$ cat config.mk
export PLATFORM = sky130hd
export DESIGN_NAME = alu_arbiter
export DESIGN_NICKNAME = d
export VERILOG_FILES = /design/src/rtl/alu_pkg.sv /design/src/rtl/alu_arbiter_rr_arb2.sv /design/src/rtl/alu_arbiter.sv
export SDC_FILE = /design/constraint.sdc
export NUM_CORES = 1
export LEC_CHECK = 0
export ABC_CLOCK_PERIOD_IN_PS = 2200
export BUFFER_PORTS_ARGS = -buffer_cell sky130_fd_sc_hd__buf_4
export CAP_MARGIN = 5
export CELL_PAD_IN_SITES_DETAIL_PLACEMENT = 1
export CELL_PAD_IN_SITES_GLOBAL_PLACEMENT = 2
export CORE_ASPECT_RATIO = 1.25
export CORE_MARGIN = 5
export CORE_UTILIZATION = 23
export DETAILED_ROUTE_END_ITERATION = 10
export HOLD_SLACK_MARGIN = 0.02
export PLACE_DENSITY = 0.8
export SYNTH_ARGS = -nofsm -noshare
export SYNTH_HDL_FRONTEND = slang
export SYNTH_HIERARCHICAL = 1
export SYNTH_SLANG_ARGS = --single-unit
$ cat constraint.sdc
create_clock -name clk -period 2.2 [get_ports clk]
set_clock_uncertainty 0.15 [all_clocks]
set_input_delay 0.22 -clock clk [delete_from_list [all_inputs] [get_ports clk]]
set_output_delay 0.22 -clock clk [all_outputs]
set_load 0.1 [all_outputs]
$ cat src/rtl/alu_pkg.sv
// ---------------------------------------------------------------------------
// alu_pkg : opcodes, width defaults and arbiter state encoding for the ALU.
// Revision: 1.0
// ---------------------------------------------------------------------------
`default_nettype none

package alu_pkg;

  localparam int ALU_DATA_W = 16;
  localparam int ALU_OP_W   = 4;

  localparam logic [ALU_OP_W-1:0] OP_NOP = 4'b0000;
  localparam logic [ALU_OP_W-1:0] OP_ADD = 4'b0010;
  localparam logic [ALU_OP_W-1:0] OP_SUB = 4'b0011;

  typedef enum logic [1:0] {
    ST_IDLE    = 2'd0,
    ST_ISSUE   = 2'd1,
    ST_CAPTURE = 2'd2,
    ST_RESPOND = 2'd3
  } arb_state_t;

endpackage

`default_nettype wire

$ cat src/rtl/alu_arbiter_rr_arb2.sv
// ---------------------------------------------------------------------------
// rr_arb2 : two-way round-robin grant, one-hot output, purely combinational.
// Revision: 1.0
// ---------------------------------------------------------------------------
`default_nettype none

module rr_arb2 (
  input  logic [1:0] req_valid,
  input  logic       last_grant,
  input  logic       en,
  output logic [1:0] grant
);

  // On contention the requester that did not win last time goes first.
  always_comb begin
    grant = 2'b00;
    if (en) begin
      if (req_valid == 2'b11) begin
        grant = last_grant ? 2'b01 : 2'b10;
      end else begin
        grant = req_valid;
      end
    end
  end

endmodule

`default_nettype wire

$ cat src/rtl/alu_arbiter.sv
// ---------------------------------------------------------------------------
// alu_arbiter : arbitrates two requesters onto the shared ALU and returns
//               result/zero/err on a per-requester response handshake.
// Revision: 1.0
// ---------------------------------------------------------------------------
`default_nettype none

module alu_arbiter
  import alu_pkg::*;
#(
  parameter int DATA_W = ALU_DATA_W,
  parameter int OP_W   = ALU_OP_W
) (
  input  logic              clk,
  input  logic              rst_n,
  input  logic [1:0]        req_valid,
  output logic [1:0]        req_ready,
  input  logic [OP_W-1:0]   req0_opcode,
  input  logic [DATA_W-1:0] req0_a,
  input  logic [DATA_W-1:0] req0_b,
  input  logic [OP_W-1:0]   req1_opcode,
  input  logic [DATA_W-1:0] req1_a,
  input  logic [DATA_W-1:0] req1_b,
  output logic [1:0]        rsp_valid,
  input  logic [1:0]        rsp_ready,
  output logic [DATA_W-1:0] rsp_result,
  output logic              rsp_zero,
  output logic              rsp_err,
  output logic [OP_W-1:0]   alu_opcode,
  output logic [DATA_W-1:0] alu_a,
  output logic [DATA_W-1:0] alu_b,
  input  logic [DATA_W-1:0] alu_result,
  input  logic              alu_zero,
  output logic              busy
);

  arb_state_t        state_q, state_d;
  logic              last_grant_q;
  logic              g_q;
  logic [OP_W-1:0]   op_q;
  logic [DATA_W-1:0] a_q, b_q;
  logic [DATA_W-1:0] result_q;
  logic              zero_q, err_q;

  logic [1:0]        grant;
  logic              accept, gidx, legal, rsp_done;
  logic [OP_W-1:0]   sel_op;
  logic [DATA_W-1:0] sel_a, sel_b;

  rr_arb2 u_arb (
    .req_valid  (req_valid),
    .last_grant (last_grant_q),
    .en         (state_q == ST_IDLE),
    .grant      (grant)
  );

  assign accept   = |grant;
  assign gidx     = grant[1];
  assign sel_op   = gidx ? req1_opcode : req0_opcode;
  assign sel_a    = gidx ? req1_a : req0_a;
  assign sel_b    = gidx ? req1_b : req0_b;
  assign legal    = (sel_op == OP_W'(OP_ADD)) || (sel_op == OP_W'(OP_SUB));
  assign rsp_done = (state_q == ST_RESPOND) && rsp_ready[g_q];

  always_comb begin
    state_d = state_q;
    unique case (state_q)
      ST_IDLE:    if (accept) state_d = legal ? ST_ISSUE : ST_RESPOND;
      ST_ISSUE:   state_d = ST_CAPTURE;
      ST_CAPTURE: state_d = ST_RESPOND;
      ST_RESPOND: if (rsp_done) state_d = ST_IDLE;
      default:    state_d = ST_IDLE;
    endcase
  end

  always_ff @(posedge clk or negedge rst_n) begin
    if (!rst_n) begin
      state_q      <= ST_IDLE;
      last_grant_q <= 1'b1;
      g_q          <= 1'b0;
      op_q         <= '0;
      a_q          <= '0;
      b_q          <= '0;
      result_q     <= '0;
      zero_q       <= 1'b0;
      err_q        <= 1'b0;
    end else begin
      state_q <= state_d;
      if (accept) begin
        last_grant_q <= gidx;
        g_q          <= gidx;
        op_q         <= sel_op;
        a_q          <= sel_a;
        b_q          <= sel_b;
        // Unsupported ops never reach the ALU; answer with an error at once.
        if (!legal) begin
          result_q <= '0;
          zero_q   <= 1'b0;
          err_q    <= 1'b1;
        end
      end
      if (state_q == ST_CAPTURE) begin
        result_q <= alu_result;
        zero_q   <= alu_zero;
        err_q    <= 1'b0;
      end
    end
  end

  assign req_ready  = grant;
  assign busy       = (state_q != ST_IDLE);
  assign rsp_valid  = (state_q == ST_RESPOND) ? (g_q ? 2'b10 : 2'b01) : 2'b00;
  assign rsp_result = result_q;
  assign rsp_zero   = zero_q;
  assign rsp_err    = err_q;
  assign alu_opcode = (state_q == ST_ISSUE) ? op_q : OP_W'(OP_NOP);
  assign alu_a      = (state_q == ST_ISSUE) ? a_q : '0;
  assign alu_b      = (state_q == ST_ISSUE) ? b_q : '0;

endmodule

`default_nettype wire

Word level (Yosys, flattened, before mapping):

Index checks and enable logic that the tools add are counted.

* output and inout port bits: 59
* register bits: 58
* input bits: 95
* word-level logic and storage cells: 53

* order comparisons: 1
* mux-type cells: 26
* equality and inequality tests: 9
* reduce and logical (&&, ||, !) cells: 8

Operators by type and width (count)
* two-way mux 16 bit: 7
* two-way mux 2 bit: 8
* equality test 4 x 2 -> 1 bit, second input constant: 2
* two-way mux 1 bit: 8
* two-way mux 4 bit: 2
* case mux 2 bit (4 select lines): 1
* equality test 2 bit, second input constant: 3
* inequality test 2 bit, second input constant: 2
* AND reduction 2 bit: 2
* nonzero test 2 bit: 2
* equality test 2 x 1 -> 1 bit, second input constant: 1
* logical NOT 2 bit: 1
* < comparator 1 x 2 -> 1 bit, second input constant: 1
* inequality test 2 x 1 -> 1 bit, second input constant: 1
* OR reduction 2 bit: 1
* logical AND 1 bit: 1
* logical OR 1 bit: 1

Longest topological paths before layout:

* depth in word-level cells: 9
* depth in mapped cells: 8
* mapped depth without buffers: 7

By module:

Netlist, hierarchy kept.

Modules (own cells, without submodules)
* alu_arbiter: instances 1, cells each 262, area each 2812.7 µm², seq. area each 1452.6 µm²
* rr_arb2: instances 1, cells each 5, area each 21.3 µm², seq. area each 0.0 µm²

Worst setup path after synthesis:

Ideal clock, no wire load.

* kind: reg2reg
* start: register state_q[0]
* end: register result_q[10] (netlist: rsp_result[10])
* cell stages (with the launch flop): 9
* clock period less this slack: 3.670 ns
* library setup time: 0.070 ns
* arrival time: 3.450 ns
* required time: 1.980 ns
* path slack: -1.470 ns
* buffers on the path: 1
* path through: dfrtp_1 inv_1 ha_1 nand2_1 a21oi_1 or4bb_4 a31oi_4 buf_6 a22o_1

* word-level cells in the longest chain between the ends: 7
* elaborated cells on any way between the ends: 12
* those cells by class: 4 x eq/ne; 3 x mux; 5 x reduce/logical

Ends and longest elaborated chain
* from (decl): RTL line alu_arbiter.sv:37 `arb_state_t state_q, state_d;`
* from (signal assigned): RTL line alu_arbiter.sv:88 `state_q <= state_d;`
* logical NOT 2 bit *: RTL line alu_arbiter.sv:53 `.en (state_q == ST_IDLE),`
* two-way mux 2 bit *: RTL line alu_arbiter_rr_arb2.sv:17 `if (en) begin`
* named net req_ready[1]: RTL line alu_arbiter.sv:17 `output logic [1:0] req_ready,`
* two-way mux 4 bit: RTL line alu_arbiter.sv:59 `assign sel_op = gidx ? req1_opcode : req0_opcode;`
* equality test 4 x 2 -> 1 bit: RTL line alu_arbiter.sv:62 `assign legal = (sel_op == OP_W'(OP_ADD)) || (sel_op == OP_W'(OP_SUB));`
* logical OR 1 bit: RTL line alu_arbiter.sv:62
* inequality test 2 x 1 -> 1 bit (no line)
* AND reduction 2 bit (no line) *
* to (signal assigned): RTL line alu_arbiter.sv:103 `result_q <= alu_result;`
* to (decl): RTL line alu_arbiter.sv:42 `logic [DATA_W-1:0] result_q;`

Mark *: on every way through the listed nets, which the timed path passes. The rest lies on a longest branch.
A chain may end at the register's enable or synchronous reset.

Final worst setup path:

* start: register state_q[1]
* end: register result_q[8] (netlist: rsp_result[8])

* word-level cells in the longest chain between the ends: 7
* elaborated cells on any way between the ends: 12
* those cells by class: 4 x eq/ne; 3 x mux; 5 x reduce/logical

Ends and longest elaborated chain (RTL line)
* logical NOT 2 bit: alu_arbiter.sv:53
* two-way mux 2 bit: alu_arbiter_rr_arb2.sv:17
* two-way mux 4 bit: alu_arbiter.sv:59
* equality test 4 x 2 -> 1 bit: alu_arbiter.sv:62
* logical OR 1 bit: alu_arbiter.sv:62
* inequality test 2 x 1 -> 1 bit (no line)
* AND reduction 2 bit (no line)

Several ways; a longest one is shown, not always the timed one.

==> metrics <==
outcome=completed; ys flop type=dfrtp_1; DR WL met2=5480 um; die footprint=approximately 0.015 sq mm; largest cells by area after synthesis=dfrtp_1 (50%), mux2i_1 (13%), and2_1 (8.2%), o21ai_0 (6.2%), a22o_1 (5.3%); CP Class=register to register; CP Max Fanout=17; Fmax=about 470 MHz; post-DR wirelength/cell=between 15 and 20 um; met3 WL post-DR=around 870 um; CP arrival=2.24 ns; PwrDens=1690 mW/mm^2; # H-tree levels=3; top-count cell post-synth=dfrtp_1; DR pass1 iterations=4; syn nets=367; Syn Area/Cell=10.6 sq um; post-route ant nets=0; Core Region=roughly 0.012 sq mm; sequential power share=approximately 22%; gpl congestion=between 0.7 and 0.8; Worst Max-Slew Pin Slew=0.771 ns; CTS root buffer=clkbuf_16; Synth top cells by count=dfrtp_1 (57), mux2i_1 (38), and2_1 (37), nand2_1 (37), o21ai_0 (35); async set-reset flop share out of synthesis=100%; n_diodes=0; Layout fillers=roughly 1300; row cnt=45; critical path endpoint category=register; antenna violations before repair=0; Initial DRC Count=85; wl on met1=around 4000 um; die height=134 um; Worst-path clk slew=0.05 ns; fin crit share=slightly below 100%; Core Util, Final=a little over two fifths; Clock Path Buffers=2; remaining global-route overflow=0; first-pass GRT wire length=between 15000 and 20000 um; Post-Place Setup Slack=-0.0404 ns; total CTS buffers=9; DR top layer=met4; final count of pins violating max slew=0; cell area after synthesis=between 0.002 and 0.003 sq mm; Ys Warns=6; Seq/Total Area, Yosys=51.3%; Finish-stage setup viols=0; final wirelength=approximately 11000 um; Final Critical Period=2.14 ns; Vias=2836; Layout area overhead=79.7%; hold crit path type=input port to register; largest net degree at the start of global routing=59; RSZ-0062 raised after global routing=yes; Storage cell area=between 0.001 and 0.0015 sq mm; vias per cell=approximately 4.4; Comb pwr share=63.4%; endpoints failing hold=0; Pleak=~2.4 nW; number of synthesized register bits=58; I/O pins=154; fin worst setup slack=slightly above 0.06 ns; footprint of the multi-input gates=between 0.001 and 0.0015 sq mm; Clk network pwr share=14.7%; max-cap violation count=0; relative slew slack=48.6%; Final HPWL DP=between 7000 and 8000 um; Buffers on Ports=153; P_int=3.91 mW; Startpoint Class=register; switching pwr=4.68 mW; vias in the first global route=between 3000 and 4000; top-area cell type share of the netlist area=roughly half; Max IR drop VDD=0.628 mV; Initial Utilization=approximately a quarter; largest area contributor in the netlist=dfrtp_1; Net Sw Frac=54.5%; Gate Count Post-Synth=about 270; Crit path required time=2.30 ns; drt drc=0; Skew-Pair Late Insertion Delay=0.32 ns; post-synthesis cell type count=24; share of cells above drive strength 1=about 40%; clock sink count=58; DIE WIDTH=109 um; total track usage=14.7%; CTS tree=built; nets=578; Post-synth EDFFs=0
logic make-up (layout without fill, tap and decap cells):
family	count (synthesis)	after routing	share of synthesized area, %
adder cells (fa/ha/maj)	5	5	2.21
flip-flops	58	58	51.3
AND/OR/NAND/NOR	81	81	15.0
buffers and inverters	23	238	3.49
AO/OA/AOI/OAI	60	60	13.8
multiplexers	40	40	14.2
flip-flops by register name, indices dropped and copies added (netlist names):
signal	flops
a_q	16
b_q	16
g_q	1
last_grant_q	1
op_q	4
rsp_err	1
rsp_result	16
rsp_zero	1
state_q	2
power by group through the flow:
stage          logic [mW]  registers (mW)  clock network, mW
2_1_floorplan        3.11            2.83                  0
3_3_place_gp         5.21            1.87                  0
3_5_place_dp         5.33            1.89                  0
4_1_cts              5.43            1.88               1.32
5_1_grt              5.73            1.95               1.36
6_report             5.45            1.87               1.27
layer usage:
layer  vias up  global-route usage [%]
li1       1337                       -
met1      1384                    16.2
met2       104                    26.2
met3        11                    5.15
met4         0                    4.71
met5         -                       0
worst max-delay path, stage by stage (launching register included):
cell and delay (ns):
dfrtp_1 0.41, inv_2 0.12, ha_4 0.17, nand2_4 0.05, a21oi_4 0.13, or4bb_4 0.51, a31oi_4 0.20, buf_12 0.17
a22o_1 0.16
per-stage QoR:
step	power [mW]	cells	TNS, ns	hold WS, ns	instance area [sq um]
after floorplan	5.94	267	-6.78	-0.226	2900
after global placement	7.08	575	0	0.208	4230
after detailed placement	7.23	575	-0.0423	0.209	4230
after CTS	8.63	644	0	0.0283	5050
after global routing	9.04	646	-0.0213	0.0457	5090
final	8.59	646	0	0.0398	5090
cells in the final DEF (no fill, tap or decap), drive strengths merged:
master,netlist,routed
a21o,2,2
a21oi,2,2
a22o,17,17
a2bb2oi,1,1
a31oi,3,3
and2,37,37
buf,6,164
clkbuf,12,12
clkinv,0,3
dfrtp,57,57
dfstp,1,1
dlygate4sd3,0,54
ha,5,5
inv,5,5
mux2,2,2
mux2i,38,38
nand2,37,37
nor2,2,2
nor2b,2,2
o21ai,35,35
or2,1,1
or4b,1,1
or4bb,1,1
what timing repair did:
action                                  CTS  global route
endpoints found under the setup margin    4            10
hold buffers                             54             0
gates cloned                              0             0
resized for setup                         2             7
buffers inserted                          0             2
endpoints found under the hold margin   110             0
worst paths after layout:
kind                       slack, ns             to           from  cells after the start
max                             0.06  rsp_result[8]     state_q[1]                      8
min                             0.04         b_q[3]      req0_b[3]                      3
max reg2reg                     0.06  rsp_result[8]     state_q[1]                      8
min reg2reg                     0.35  rsp_result[1]  rsp_result[1]                      1
max in group asynchronous       1.01        b_q[13]          rst_n                      2
min in group asynchronous       0.39  rsp_result[0]          rst_n                      2
cell type report:
class / count / area share (%)
timing repair buffer: 218 / 35.6
multi-input combinational: 186 / 26.2
clock inverter: 3 / 0.295
tap: 164 / 4.03
clock buffer: 12 / 5.04
inverter: 5 / 0.369
sequential: 58 / 28.5
No activity file was read; power rests on OpenSTA's default activity.
